File: src/rtl/operand_entry.sv
// operand_entry
//   Collects keypad keystrokes into a signed BCD entry, shows it live on an
//   8-nibble display word and, on ENTER, converts the BCD digits to a two's
//   complement operand one nibble per cycle.
// Ports
//   clock, reset        : posedge clock, synchronous active-high reset
//   key_valid, key_code : one-cycle key strobe; 0-9 digit, A neg, B bksp,
//                         C clear, D enter, E/F ignored
//   key_ready           : keys accepted (low while converting)
//   entry_full          : MAX_DIGITS digits held
//   display_word        : nibble 0 = LS digit, E = minus, F = blank
//   operand             : signed result of the last ENTER
//   operand_valid       : one-cycle pulse when operand updates
module operand_entry #(
   parameter int MAX_DIGITS = 6,
   parameter int WIDTH      = 21
) (
   input  logic             clock,
   input  logic             reset,
   input  logic             key_valid,
   input  logic [3:0]       key_code,
   output logic             key_ready,
   output logic             entry_full,
   output logic [31:0]      display_word,
   output logic [WIDTH-1:0] operand,
   output logic             operand_valid
);

   localparam int SW = 4 * MAX_DIGITS;
   localparam int CW = $clog2(MAX_DIGITS + 1);

   typedef enum logic [1:0] {S_ENTRY, S_CONVERT, S_DONE} state_t;

   state_t           r_state, w_state_nx;
   logic [SW-1:0]    r_store, w_store_nx;
   logic [CW-1:0]    r_count, w_count_nx;
   logic [CW-1:0]    r_idx, w_idx_nx;
   logic             r_sign, w_sign_nx;
   logic [WIDTH-1:0] r_acc, w_acc_nx, w_acc_step;
   logic [WIDTH-1:0] r_operand, w_operand_nx;
   logic             r_valid, w_valid_nx;
   logic             r_key_ready;
   logic [31:0]      r_display, w_disp;
   logic             r_full;

   // Display image of an entry: blank-filled, a lone 0 when empty, minus
   // sign just above the most significant shown digit.
   function automatic logic [31:0] f_fmt(input logic [SW-1:0] st,
                                         input logic [CW-1:0] cnt,
                                         input logic          sg);
      logic [31:0] w;
      w = '1;
      if (cnt == '0) w[3:0] = 4'h0;
      for (int i = 0; i < MAX_DIGITS; i++)
         if (i < int'(cnt)) w[i*4 +: 4] = st[i*4 +: 4];
      if (sg)
         for (int i = 1; i < 8; i++)
            if ((cnt == '0 && i == 1) || (int'(cnt) == i)) w[i*4 +: 4] = 4'hE;
      return w;
   endfunction

   // During conversion the store is shifted left so the top nibble is
   // always the next digit; the display register is frozen meanwhile.
   assign w_acc_step = (r_acc << 3) + (r_acc << 1) + WIDTH'(r_store[SW-1 -: 4]);

   always_comb begin
      w_state_nx   = r_state;
      w_store_nx   = r_store;
      w_count_nx   = r_count;
      w_sign_nx    = r_sign;
      w_idx_nx     = r_idx;
      w_acc_nx     = r_acc;
      w_operand_nx = r_operand;
      w_valid_nx   = 1'b0;
      case (r_state)
         S_ENTRY: begin
            if (key_valid) begin
               case (key_code)
                  4'hA: w_sign_nx = ~r_sign;
                  4'hB: begin
                     if (r_count != '0) begin
                        w_store_nx = {4'h0, r_store[SW-1:4]};
                        w_count_nx = r_count - CW'(1);
                     end
                  end
                  4'hC: begin
                     w_store_nx = '0;
                     w_count_nx = '0;
                     w_sign_nx  = 1'b0;
                  end
                  4'hD: begin
                     w_acc_nx   = '0;
                     w_idx_nx   = CW'(MAX_DIGITS - 1);
                     w_state_nx = S_CONVERT;
                  end
                  4'hE, 4'hF: ;
                  default: begin
                     // no leading zeros, no digits beyond capacity
                     if ((r_count != '0 || key_code != 4'h0) &&
                         r_count != CW'(MAX_DIGITS)) begin
                        w_store_nx = {r_store[SW-5:0], key_code};
                        w_count_nx = r_count + CW'(1);
                     end
                  end
               endcase
            end
         end
         S_CONVERT: begin
            w_acc_nx   = w_acc_step;
            w_store_nx = {r_store[SW-5:0], 4'h0};
            w_idx_nx   = r_idx - CW'(1);
            if (r_idx == '0) begin
               w_operand_nx = r_sign ? (~w_acc_step + WIDTH'(1)) : w_acc_step;
               w_valid_nx   = 1'b1;
               w_state_nx   = S_DONE;
            end
         end
         S_DONE: begin
            w_store_nx = '0;
            w_count_nx = '0;
            w_sign_nx  = 1'b0;
            w_state_nx = S_ENTRY;
         end
         default: w_state_nx = S_ENTRY;
      endcase
   end

   assign w_disp = f_fmt(w_store_nx, w_count_nx, w_sign_nx);

   always_ff @(posedge clock) begin
      if (reset) begin
         r_state     <= S_ENTRY;
         r_store     <= '0;
         r_count     <= '0;
         r_sign      <= 1'b0;
         r_idx       <= '0;
         r_acc       <= '0;
         r_operand   <= '0;
         r_valid     <= 1'b0;
         r_key_ready <= 1'b1;
         r_display   <= 32'hFFFF_FFF0;
         r_full      <= 1'b0;
      end else begin
         r_state     <= w_state_nx;
         r_store     <= w_store_nx;
         r_count     <= w_count_nx;
         r_sign      <= w_sign_nx;
         r_idx       <= w_idx_nx;
         r_acc       <= w_acc_nx;
         r_operand   <= w_operand_nx;
         r_valid     <= w_valid_nx;
         r_key_ready <= (w_state_nx == S_ENTRY);
         if (r_state != S_CONVERT) begin
            r_display <= w_disp;
            r_full    <= (w_count_nx == CW'(MAX_DIGITS));
         end
      end
   end

   assign key_ready     = r_key_ready;
   assign entry_full    = r_full;
   assign display_word  = r_display;
   assign operand       = r_operand;
   assign operand_valid = r_valid;

endmodule

File: config.mk
export PLATFORM = sky130hd
export DESIGN_NAME = operand_entry
export DESIGN_NICKNAME = d
export VERILOG_FILES = /design/src/rtl/operand_entry.sv
export SDC_FILE = /design/constraint.sdc
export NUM_CORES = 1
export LEC_CHECK = 0
export BUFFER_PORTS_ARGS = -buffer_cell sky130_fd_sc_hd__buf_2
export CAP_MARGIN = 20
export CORE_ASPECT_RATIO = 1.75
export CORE_MARGIN = 5
export CORE_UTILIZATION = 54
export CTS_BUF_LIST = sky130_fd_sc_hd__clkbuf_4 sky130_fd_sc_hd__clkbuf_8 sky130_fd_sc_hd__clkbuf_16
export CTS_CLUSTER_SIZE = 25
export DETAILED_ROUTE_END_ITERATION = 8
export HOLD_SLACK_MARGIN = 0.15
export PLACE_DENSITY = 0.77
export SKIP_CTS_REPAIR_TIMING = 1
export SLEW_MARGIN = 20
export SYNTH_ARGS = -nofsm -noshare
export SYNTH_HDL_FRONTEND = slang
export SYNTH_SLANG_ARGS = --single-unit
File: constraint.sdc
create_clock -name clock -period 3.64 [get_ports clock]
set_input_delay 0.728 -clock clock [delete_from_list [all_inputs] [get_ports clock]]
set_output_delay 0.728 -clock clock [all_outputs]
set_load 0.005 [all_outputs]
After elaboration in Yosys (flattened, before gate mapping)
Cells that the tools add are included.
Word-level totals
  word-level logic and storage cells: 100
  output and inout bits: 56
  register bits after elaboration: 109
  bits of input ports: 7
Cells by class
  muxes and demuxes: 40
  eq/ne operators: 20
  bitwise gates (word level): 3
  reductions and logical operators: 14
  add/subtract/negate cells: 6
  magnitude comparators: 6
Operator list (count)
  $pmux 24 s3: 2
  $mux 24: 3
  $mux 4: 12
  $mux 20: 2
  $pmux 20 s2: 1
  $mux 25: 1
  $eq 4x4->1 const B: 6
  $add 21x1->21 const B: 1
  $add 21x21->21: 1
  $add 21x4->21: 1
  $mux 21: 1
  $not 21->21: 1
  $eq 3x3->1 const B: 5
  $mux 3: 5
  $pmux 3 s2: 2
  $pmux 3 s3: 1
  $eq 3x2->1 const B: 2
  $logic_not 3->1: 2
  $lt 1x3->1 const A: 2
  $lt 2x3->1 const A: 2
  $lt 3x3->1 const A: 2
  $mux 2: 3
  $sub 3x1->3 const B: 2
  $logic_not 2->1: 2
  other kinds (20): 27

Depth between registers and ports, before layout
Gate-level depths: netlist of the first run.
  depth in word-level cells: 11
  mapped depth: 14
  mapped depth without buffers: 13

Worst setup path after synthesis of the first run
OpenSTA, ideal clock, no wires.
  path type: reg2reg
  from: register r_store[23]
  to: register r_operand[19] (netlist: operand[19])
  slack: 69 ps
  period minus slack after synthesis: 3571 ps
  data required time: 3525 ps
  stages on the path, launching flop included: 15
  library setup time: 115 ps
  data arrival time: 3457 ps
  buffers on the path: 1
  cell sequence: dfxtp_1 -> inv_1 -> fa_1 -> inv_1 -> ha_1 -> a21o_1 -> and4_4 -> buf_6 -> o21a_1 -> o31ai_1 -> xor2_1 -> nand4_1 -> or4_1 -> mux2i_1 -> o21a_1
On the way
  cells in the longest elaborated chain, start to end: 4
Ends and longest elaborated chain
  start: declaration: RTL line 35  | logic [SW-1:0] r_store, w_store_nx;
  start signal: assignment: RTL line 145  | r_store <= w_store_nx;
  $add 21x4->21 (*): RTL line 64  | assign w_acc_step = (r_acc << 3) + (r_acc << 1) + WIDTH'(r_store[SW-1 -: 4]);
  $not 21->21: RTL line 113  | w_operand_nx = r_sign ? (~w_acc_step + WIDTH'(1)) : w_acc_step;
  $add 21x1->21: RTL line 113
  $mux 21 (*): RTL line 113
  end signal: assignment: RTL line 150  | r_operand <= w_operand_nx;
  end: declaration: RTL line 40  | logic [WIDTH-1:0] r_operand, w_operand_nx;
Every way passes the cells marked *; elsewhere a longest branch is shown, timed or not.
A chain may end at the register's enable or synchronous reset.

Final worst setup path of the first run
  from: register r_acc[2]
  to: register r_operand[17] (netlist: operand[17])
On the way
  cells in the longest elaborated chain, start to end: 5
Ends and longest elaborated chain
  start: declaration: RTL line 39  | logic [WIDTH-1:0] r_acc, w_acc_nx, w_acc_step;
  start signal: assignment: RTL line 149  | r_acc <= w_acc_nx;
  $add 21x21->21 (*): RTL line 64
  $add 21x4->21 (*): RTL line 64
  $not 21->21: RTL line 113
  $add 21x1->21: RTL line 113
  $mux 21 (*): RTL line 113
Marked as above.

==> flow_metrics.tcl, run 1 <==
set metrics [dict create \
    status "complete, but fails checks" \
    placed_area_mm2 0.00664 \
    drv_slew 0 \
    max_cap_viol_count 0 \
    tns_ns -0.370 \
    die_w_um 90.4 \
    diodes 0 \
    cts_buffers 9 \
    synth_warnings 0 \
    dp.cells 906 \
    syn_area_mm2 0.00611 \
    setup_slack_ns -0.0964 \
    cts.clk_slew.worst_paths_ns 0.08 \
    area_delta_synth_final_pct 15.2 \
    dr.first_iter.drc_count 450 \
    fin_crit_ns 3.74 \
    synth_edf_count 0 \
    intPower_uw 1710 \
    wl_per_cell_um 20.2 \
    initial_core_util_pct 55.0 \
    htree_levels 3 \
    violations "negative setup slack" \
    p_switching_uw 643 \
    start_kind "flip-flop" \
    crit_fanout 3 \
    postLayoutCoreUtil_pct 63.4 \
    async_reset_ff_share_pct 0 \
    combPwrFrac_pct 9.4 \
    dp_slack_ns -0.105 \
    synthDistinctLibCells 76 \
    p_seq_share_pct 49.9 \
    overflow 0 \
    crit_arrival_ns 3.98 \
    crit_top_cell "xnor2_1" \
    grt_antenna_before_repair 0 \
    worst_path_max_delay_cell "or4_1" \
    hold_viol 0 \
    max_stage_delay_ns 0.56 \
    slew_headroom_pct 36.8 \
    clockPowerShare_pct 40.7 \
    place.port_buffers 56 \
    grtUsageTotal_pct 27.3 \
    ir_worst_vdd_v 0.000329 \
    fp.dieH_um 151 \
    fin_skew_ns 0.00862 \
    yosys.area.top_type "dfxtp_1" \
    clock-root-buffer "clkbuf_16" \
    path_cells "inv_2 -> fa_2 -> buf_4 -> fa_1 -> xnor2_1 -> or4_1 -> a2111oi_2 -> nand4_1 -> or2_1 -> o41ai_2 -> xnor2_1 -> a22o_1" \
    clockBufferDepth 2 \
    period_share_pct 103 \
    cts_tree "yes" \
    grt_pass1_wl_um 30300 \
    worstPathRequired_ns 3.89 \
    hold_path.class "reg -> reg" \
    synthCells 724 \
    grt_max_degree 31 \
    cts.sinks 103 \
    final_cell_area_mm2 0.00704 \
    ys_ff_latch 103 \
    hpwl_um 14100 \
    vias_per_cell 6.44 \
    grt_pass1_vias 6086 \
    drc 0 \
    worstSetupPathType "reg -> reg" \
    ys_seq_area_share_pct 33.8 \
    dieArea_mm2 0.0136 \
    num_io_pins 63 \
    core_area_mm2 0.0111 \
    gp_congestion 1.00 \
    final_cells 928 \
    nFillCells 975 \
    worst_pin_slew_ns 0.947 \
    routed_wirelength_um 18700 \
    rsz0062_at_grt "yes" \
    avgSynthCellArea_um2 8.44 \
    fmax_ghz 0.268 \
    vias 5979 \
    leakage_uw 0.00298 \
    setup_viol 6 \
    antenna_left 0 \
    clock_latency_ns 0.35 \
    cellPowerDensity_mw_per_mm2 335 \
    endpoint_kind "flip-flop" \
    switching_share_pct 27.3 \
    drive_above_1_share_pct 18.7 \
    nets 843 \
    row_count 51 \
    yosys-top-cells-area "dfxtp_1, ha_1, nor2_1, a21oi_1, o21ai_0" \
    synth_top_area_share_pct 33.8 \
    first_pass_iters 6 \
    ys.flop_type "dfxtp_1" \
]
## Yosys cell counts (7+ instances only)
cell type	count
a211oi_1	15
a21oi_1	48
a22o_1	20
a22oi_1	17
a31oi_1	7
and2_1	12
clkbuf_1	32
dfxtp_1	103
ha_1	43
inv_1	22
mux2i_1	10
nand2_1	56
nand3_1	13
nand4_1	7
nor2_1	75
nor3_1	15
o21a_1	8
o21ai_0	43
o22a_1	14
o2bb2ai_1	11
o31ai_1	7
xnor2_1	12
xor2_1	15
## stage by stage
stage	hold slack [ns]	power, uW
final	0.458	2360
after global routing	0.489	2440
after CTS	0.463	2360
after detailed placement	0.451	1420
after global placement	0.442	1420
after floorplan	0.425	1340
## flip-flops by register name (all words and copies together) (netlist names)
register / flops
r_count: 3
r_idx: 3
display_word: 26
r_state: 2
r_acc: 20
r_store: 24
operand: 21
r_sign: 1
operand_valid: 1
key_ready: 1
entry_full: 1
## per-layer routing
layer	routed length, um	share of wire [%]	GRT usage [%]	vias to the layer above
met1	6660	36	27.8	2834
met3	934	5.0	3.50	76
met5	0	0	0	-
met2	10100	54	52.5	261
li1	-	-	-	2808
met4	1080	5.8	15.3	0
## kinds of logic (layout without fill, tap and decap cells)
family	count (synthesis)	after routing	share of synthesized area [%]
AO/OA/AOI/OAI	242	242	28.3
AND/OR/NAND/NOR	225	225	17.8
flip-flops	103	103	33.8
buffers and inverters	70	137	4.92
adder cells (fa/ha/maj)	45	45	9.47
XOR/XNOR	27	27	3.87
multiplexers	11	11	1.82
other	1	6	0.0614
## path summary, 6_finish.rpt
kind / slack (ns) / from / end / depth (start not counted)
max: -0.1 / r_acc[2]$_SDFFE_PP0P_ / operand[17]$_SDFFE_PP0P_ / 12
min: 0.46 / operand[3]$_SDFFE_PP0P_ / operand[3]$_SDFFE_PP0P_ / 2
max reg2reg: -0.1 / r_acc[2]$_SDFFE_PP0P_ / operand[17]$_SDFFE_PP0P_ / 12
min reg2reg: 0.46 / operand[3]$_SDFFE_PP0P_ / operand[3]$_SDFFE_PP0P_ / 2
## critical path: cells and delay by family, from the launching register on
kind                     cells  cell delay, ns
buffers and inverters        2            0.19
XOR/XNOR                     2            0.28
AND/OR/NAND/NOR              3            0.98
AO/OA/AOI/OAI                3            0.97
flip-flops                   1            0.34
adder cells (fa/ha/maj)      2            0.87
## cell usage in the layout (no fill, tap or decap), types with 5 or more instances in the layout
cell,n
o21ai_0,40
conb_1,6
or3_1,5
buf_2,56
nand2_1,56
o31ai_1,7
a22oi_1,17
mux2i_1,10
xnor2_1,9
nor3_1,14
and3_1,5
and2_1,12
o2bb2ai_1,11
nand4_1,7
or4_1,5
a21oi_1,48
o22ai_1,6
nor2_1,74
clkbuf_16,9
nor2b_1,6
inv_1,19
o21a_1,8
ha_1,42
a211oi_1,15
o22a_1,14
a21o_1,6
dfxtp_1,101
a31oi_1,7
a32oi_1,6
buf_4,42
xor2_1,15
nand3_1,13
a22o_1,20
## area by class of cell
cell class | instances | area, um^2 | area share (%)
Sequential cell | 103 | 2060 | 29.3
Timing Repair Buffer | 99 | 607 | 8.63
Clock buffer | 9 | 225 | 3.20
Clock inverter | 7 | 61.3 | 0.871
Inverter | 22 | 82.6 | 1.17
Multi-Input combinational cell | 556 | 3830 | 54.4
Tap cell | 132 | 165 | 2.35
## power by group through the flow
stage	clock [uW]	combinational (uW)	sequential [uW]
6_report	958	222	1180
5_1_grt	1010	243	1180
4_1_cts	960	220	1180
3_5_place_dp	0	219	1200
3_3_place_gp	0	216	1200
2_1_floorplan	0	141	1200
Power figures use the tool's default switching activity.
==> run 2, diff against run 1 <==
- BUFFER_PORTS_ARGS: -buffer_cell sky130_fd_sc_hd__buf_2 -> default
- CORE_UTILIZATION: 54 -> 55
- DONT_BUFFER_PORTS: default -> 1
- PLACE_DENSITY: 0.77 -> 0.73
==> run 2 against run 1 <==
  * The run still ends with negative setup slack left
  * Sequential power is essentially flat
  * Non-clock buffer count shrank 53
  * First-iteration DRC count shrank 33%
  * Critical endpoint is now operand[20]$_SDFFE_PP0P_
==> flow_metrics.tcl, run 2 (synthesized netlist as in run 1, its figures left out) <==
set metrics [dict create \
    holdWs_ns 0.448 \
    fmax_ghz 0.265 \
    r2r_start "r_store[23]$_SDFF_PP0_" \
    path_cells "inv_2 -> fa_1 -> inv_1 -> ha_1 -> a21o_1 -> and4_4 -> buf_4 -> or4_1 -> nand3_1 -> nand4_1 -> a211o_1 -> o41ai_2 -> xnor2_1 -> o31ai_2" \
    max_cap_viol_count 0 \
    slew_headroom_pct 34.1 \
    core_area_mm2 0.0110 \
    largest_reg_flops 26 \
    r2r_end "operand[20]$_SDFFE_PP0P_" \
    num_io_pins 63 \
    clockBufferDepth 2 \
    postLayoutCoreUtil_pct 61.3 \
    reg2regPathDepth 14 \
    clock_latency_ns 0.35 \
    row_count 51 \
    status "complete, but fails checks" \
    layout_commonest_cell "dfxtp_1" \
    placed_area_mm2 0.00640 \
    worst_pin_slew_ns 0.974 \
    worstPathRequired_ns 3.90 \
    cts_buffers 9 \
    rsz0062_at_grt "yes" \
    gp_congestion 1.01 \
    drive_above_1_share_pct 11.9 \
    drv_slew 0 \
    first_pass_iters 5 \
    diodes 0 \
    clock-root-buffer "clkbuf_16" \
    leakage_uw 0.00276 \
    crit_fanout 6 \
    r2r_slack_ns -0.13 \
    fin_crit_ns 3.77 \
    endpoint_kind "flip-flop" \
    worstSetupPathType "reg -> reg" \
    grt_pass1_vias 5796 \
    worst_path_max_delay_cell "fa_1" \
    tns_ns -0.400 \
    hold_viol 0 \
    period_share_pct 103 \
    nets 790 \
    dieArea_mm2 0.0134 \
    max_stage_delay_ns 0.58 \
    setup_slack_ns -0.127 \
    routed_wirelength_um 18000 \
    grtUsageTotal_pct 27.5 \
    setup_viol 5 \
    place.port_buffers 0 \
    min_path_cells 1 \
    vias_per_cell 6.56 \
    violations "negative setup slack" \
    cts_tree "yes" \
    area_delta_synth_final_pct 10.8 \
    ir_worst_vdd_v 0.000328 \
    fp.dieH_um 149 \
    nFillCells 983 \
    min-delay-start "reset" \
    die_w_um 89.7 \
    grt_max_degree 51 \
    start_kind "flip-flop" \
    wl_per_cell_um 20.6 \
    initial_core_util_pct 55.3 \
    htree_levels 3 \
    min_to "operand_valid$_SDFF_PP0_" \
    crit_arrival_ns 4.03 \
    cp-startpoint "r_store[23]$_SDFF_PP0_" \
    final_cell_area_mm2 0.00677 \
    cts.sinks 103 \
    hold_path.class "in -> reg" \
    grt_pass1_wl_um 28600 \
    antenna_left 0 \
    overflow 0 \
    dp_slack_ns -0.0687 \
    fin_skew_ns 0.0125 \
    hpwl_um 13400 \
    dr.first_iter.drc_count 300 \
    vias 5730 \
    cts.clk_slew.worst_paths_ns 0.07 \
    cellPowerDensity_mw_per_mm2 349 \
    drc 0 \
    grt_antenna_before_repair 0 \
    final_cell_mix "dfxtp_1, nor2_1, nand2_1" \
]
-- run 2: cell count changes in the layout (fill, tap and decap cells not counted), sizes merged --
cell | before | now
bufinv | 0 | 1
clkinv | 3 | 2
buf | 99 | 46
inv | 26 | 25
-- run 2: metrics by stage --
| step | instances | power, uW |
|---|---|---|
| final | 874 | 2360 |
| after global routing | 874 | 2450 |
| after CTS | 870 | 2370 |
| after detailed placement | 855 | 1390 |
| after global placement | 855 | 1380 |
| after floorplan | 729 | 1340 |
-- run 2: worst max path at each step --
| stage | end | depth (start not counted) | slack [ns] |
|---|---|---|---|
| after floorplan | operand[19]$_SDFFE_PP0P_ | 14 | 0.07 |
| after global placement | operand[20]$_SDFFE_PP0P_ | 13 | 0.05 |
| after detailed placement | operand[19]$_SDFFE_PP0P_ | 13 | -0.07 |
| after CTS | operand[19]$_SDFFE_PP0P_ | 13 | -0.12 |
| after global routing | operand[20]$_SDFFE_PP0P_ | 13 | -0.26 |
| final | operand[20]$_SDFFE_PP0P_ | 14 | -0.13 |
-- run 2: layout make-up --
type / instances / area (um^2) / share of cell area, %
flip-flops and latches: 103 / 2060 / 30.5
clock buffers: 9 / 225 / 3.33
well taps: 132 / 165 / 2.44
multi-input cells: 556 / 3810 / 56.3
repair buffers: 46 / 345 / 5.10
inverters: 22 / 82.6 / 1.22
clock inverters: 6 / 76.3 / 1.13
-- run 2: worst max-delay path: cells and delay by family, from the launching register on --
family                   cells  cell delay, ns
adder cells (fa/ha/maj)      2            0.87
AND/OR/NAND/NOR              4            1.05
XOR/XNOR                     1            0.12
buffers and inverters        3            0.24
flip-flops                   1            0.34
AO/OA/AOI/OAI                4            1.06
-- run 2: report_power, final --
| group | switching (uW) | internal (uW) |
|---|---|---|
| sequential | 26.3 | 1150 |
| clock | 456 | 542 |
| combinational | 118 | 66.9 |
-- run 2: metal layers --
metal	vias to the layer above	global-route usage, %	routed length, um
li1	2687	-	-
met1	2691	28.7	6270
met2	264	48.0	9300
met3	88	4.75	1070
met4	0	18.9	1330
met5	-	0	0
==> run 3, diff against run 2 <==
- ABC_AREA: default -> 1
==> run 3 against run 2 <==
  * The run now ends clean
  * Sequential share of layout area decreased by 2.2 points
  * Cell area grew 7.5%
  * Area after synthesis is 13% higher
  * Power is 2.0% higher
  * Via count increased by 17%
  * First-iteration DRC count is 8.0% higher
  * Critical path depth rose by 3
  * Hold slack got worse by 0.014 ns
  * Clock skew barely moved
  * Maximum frequency increased by 25%
  * Core utilization down 2.5 points
==> flow_metrics.tcl, run 3 <==
set metrics [dict create \
    die_w_um 94.7 \
    antenna_left 0 \
    period_share_pct 82.5 \
    start_kind "flip-flop" \
    worstSetupPathType "reg -> reg" \
    grt_pass1_wl_um 31400 \
    max_cap_viol_count 0 \
    avgSynthCellArea_um2 6.55 \
    cts_tree "yes" \
    setup_slack_ns 0.636 \
    ys.flop_type "dfxtp_1" \
    vias 6697 \
    crit_fanout 4 \
    drive_above_1_share_pct 7.49 \
    dr.first_iter.drc_count 324 \
    tns_ns 0 \
    ys_seq_area_share_pct 29.9 \
    grt_max_degree 58 \
    fmax_ghz 0.333 \
    async_reset_ff_share_pct 0 \
    routed_wirelength_um 19700 \
    num_io_pins 63 \
    synth_top_area_share_pct 29.9 \
    overflow 0 \
    nets 1089 \
    largest_reg_flops 26 \
    dieArea_mm2 0.0150 \
    area_delta_synth_final_pct 5.52 \
    synthDistinctLibCells 48 \
    clock_latency_ns 0.36 \
    yosys-top-cells-area "dfxtp_1, nand2_1, ha_1, nand3_1, inv_1" \
    first_pass_iters 5 \
    initial_core_util_pct 55.8 \
    synthTopCellsByCount "nand2_1, inv_1, nand3_1" \
    wl_per_cell_um 16.2 \
    worstPathRequired_ns 3.93 \
    gp_congestion 0.945 \
    drc 0 \
    yosys.area.top_type "dfxtp_1" \
    crit_arrival_ns 3.29 \
    drv_slew 0 \
    setup_viol 0 \
    grt_antenna_before_repair 0 \
    cts.sinks 103 \
    clockBufferDepth 2 \
    hold_viol 0 \
    r2r_slack_ns 0.64 \
    fin_crit_ns 3.00 \
    min_to "r_store[16]$_SDFF_PP0_" \
    cts.clk_slew.worst_paths_ns 0.08 \
    ys_ff_latch 103 \
    cts_buffers 9 \
    diodes 0 \
    dp_slack_ns 0.663 \
    syn_area_mm2 0.00690 \
    r2r_end "operand[20]$_SDFFE_PP0P_" \
    nFillCells 1248 \
    synthCells 1053 \
    grtUsageTotal_pct 27.0 \
    cellPowerDensity_mw_per_mm2 331 \
    worst_pin_slew_ns 0.819 \
    rsz0062_at_grt "no" \
    reg2regPathDepth 17 \
    core_area_mm2 0.0124 \
    hold_path.class "in -> reg" \
    slew_headroom_pct 45.4 \
    place.port_buffers 0 \
    vias_per_cell 5.53 \
    min-delay-start "reset" \
    clock-root-buffer "clkbuf_16" \
    synth_warnings 0 \
    htree_levels 3 \
    fp.dieH_um 158 \
    hpwl_um 14900 \
    status "complete, no violations" \
    row_count 54 \
    synth_edf_count 0 \
    fin_skew_ns 0.0127 \
    final_cell_mix "nand2_1, inv_1, nand3_1" \
    ir_worst_vdd_v 0.000362 \
    min_path_cells 1 \
    endpoint_kind "flip-flop" \
    r2r_start "r_store[23]$_SDFF_PP0_" \
    leakage_uw 0.00343 \
    layout_commonest_cell "nand2_1" \
    grt_pass1_vias 6544 \
    synth_most_common_cell "nand2_1" \
]
-- run 3: cell types whose count changed in the layout (fill, tap and decap cells not counted), sizes merged, moves of 12 or more --
cell	delta
nand2	+246
o22a	-12
buf	-37
nand3	+97
a22oi	-17
nor2	+34
a22o	-18
inv	+117
o21ai	+32
a211oi	-15
-- run 3: where the power goes --
group | switching [uW] | total, uW | internal (uW) | leakage [uW]
clock network | 477 | 971 | 494 | 0.000141
registers | 29.8 | 1190 | 1160 | 0.000836
logic | 174 | 246 | 72.1 | 0.00246
total | 682 | 2410 | 1730 | 0.00343
-- run 3: cells by family (layout without fill, tap and decap cells) --
group | count (synthesis) | in the layout | share of synthesized area, %
DFF | 103 | 103 | 29.9
xor gates and xnor gates | 14 | 14 | 1.89
and+or+nand+nor | 538 | 538 | 34.6
other | 1 | 6 | 0.0544
buffers and inverters | 180 | 164 | 10.6
adders and majority gates | 45 | 45 | 8.38
AOI/OAI and AO/OA | 172 | 172 | 14.6
-- run 3: area by class of cell --
cell class | instances | area, um^2 | area share, %
timing repair buffer | 9 | 67.6 | 0.928
multi-input combinational | 775 | 4120 | 56.7
tap | 168 | 210 | 2.89
clock inverter | 6 | 50.0 | 0.688
inverter | 139 | 524 | 7.20
clock buffer | 10 | 239 | 3.28
sequential | 103 | 2060 | 28.3
-- run 3: how the worst max path moves through the flow --
stage | start | end | slack, ns | cells past startpoint
4_1_cts | r_store[23]$_SDFF_PP0_ | operand[20]$_SDFFE_PP0P_ | 0.65 | 17
2_1_floorplan | r_store[23]$_SDFF_PP0_ | operand[20]$_SDFFE_PP0P_ | 0.92 | 17
6_report | r_store[23]$_SDFF_PP0_ | operand[20]$_SDFFE_PP0P_ | 0.64 | 17
3_3_place_gp | r_store[23]$_SDFF_PP0_ | operand[20]$_SDFFE_PP0P_ | 0.75 | 17
5_1_grt | r_store[23]$_SDFF_PP0_ | operand[20]$_SDFFE_PP0P_ | 0.35 | 17
3_5_place_dp | r_store[23]$_SDFF_PP0_ | operand[20]$_SDFFE_PP0P_ | 0.66 | 17
-- run 3: worst max-delay path, stage by stage, from the launching register on --
cell and delay, ns:
dfxtp_1 0.35, inv_1 0.08, fa_1 0.53, fa_1 0.62, inv_1 0.08, nor3_1 0.24, nand2_1 0.07, inv_1 0.07
nand3_1 0.09, nor2_2 0.13, nand3_2 0.12, nor2_1 0.11, nand2_1 0.08, nand2_1 0.10, nand2_1 0.06, nand2_1 0.05
nand2_1 0.04, a21oi_1 0.11
-- run 3: metrics by stage --
stage / instances / hold WS, ns / power (uW) / util [%] / cell area, um^2
floorplan: 1058 / 0.447 / 1420 / - / 6920
global placement: 1194 / 0.453 / 1460 / 56.5 / 6990
detailed placement: 1194 / 0.462 / 1460 / 56.5 / 6990
CTS: 1210 / 0.424 / 2420 / 58.9 / 7280
global route: 1210 / 0.424 / 2500 / 58.9 / 7280
finish: 1210 / 0.435 / 2410 / 58.9 / 7280
-- run 3: routing by layer --
| layer | vias to the layer above | GRT usage (%) | share of wire, % |
|---|---|---|---|
| li1 | 3378 | - | - |
| met2 | 208 | 49.6 | 53 |
| met4 | 0 | 22.2 | 8.4 |
| met3 | 83 | 3.57 | 4.2 |
| met1 | 3028 | 26.2 | 35 |
| met5 | - | 0 | 0 |
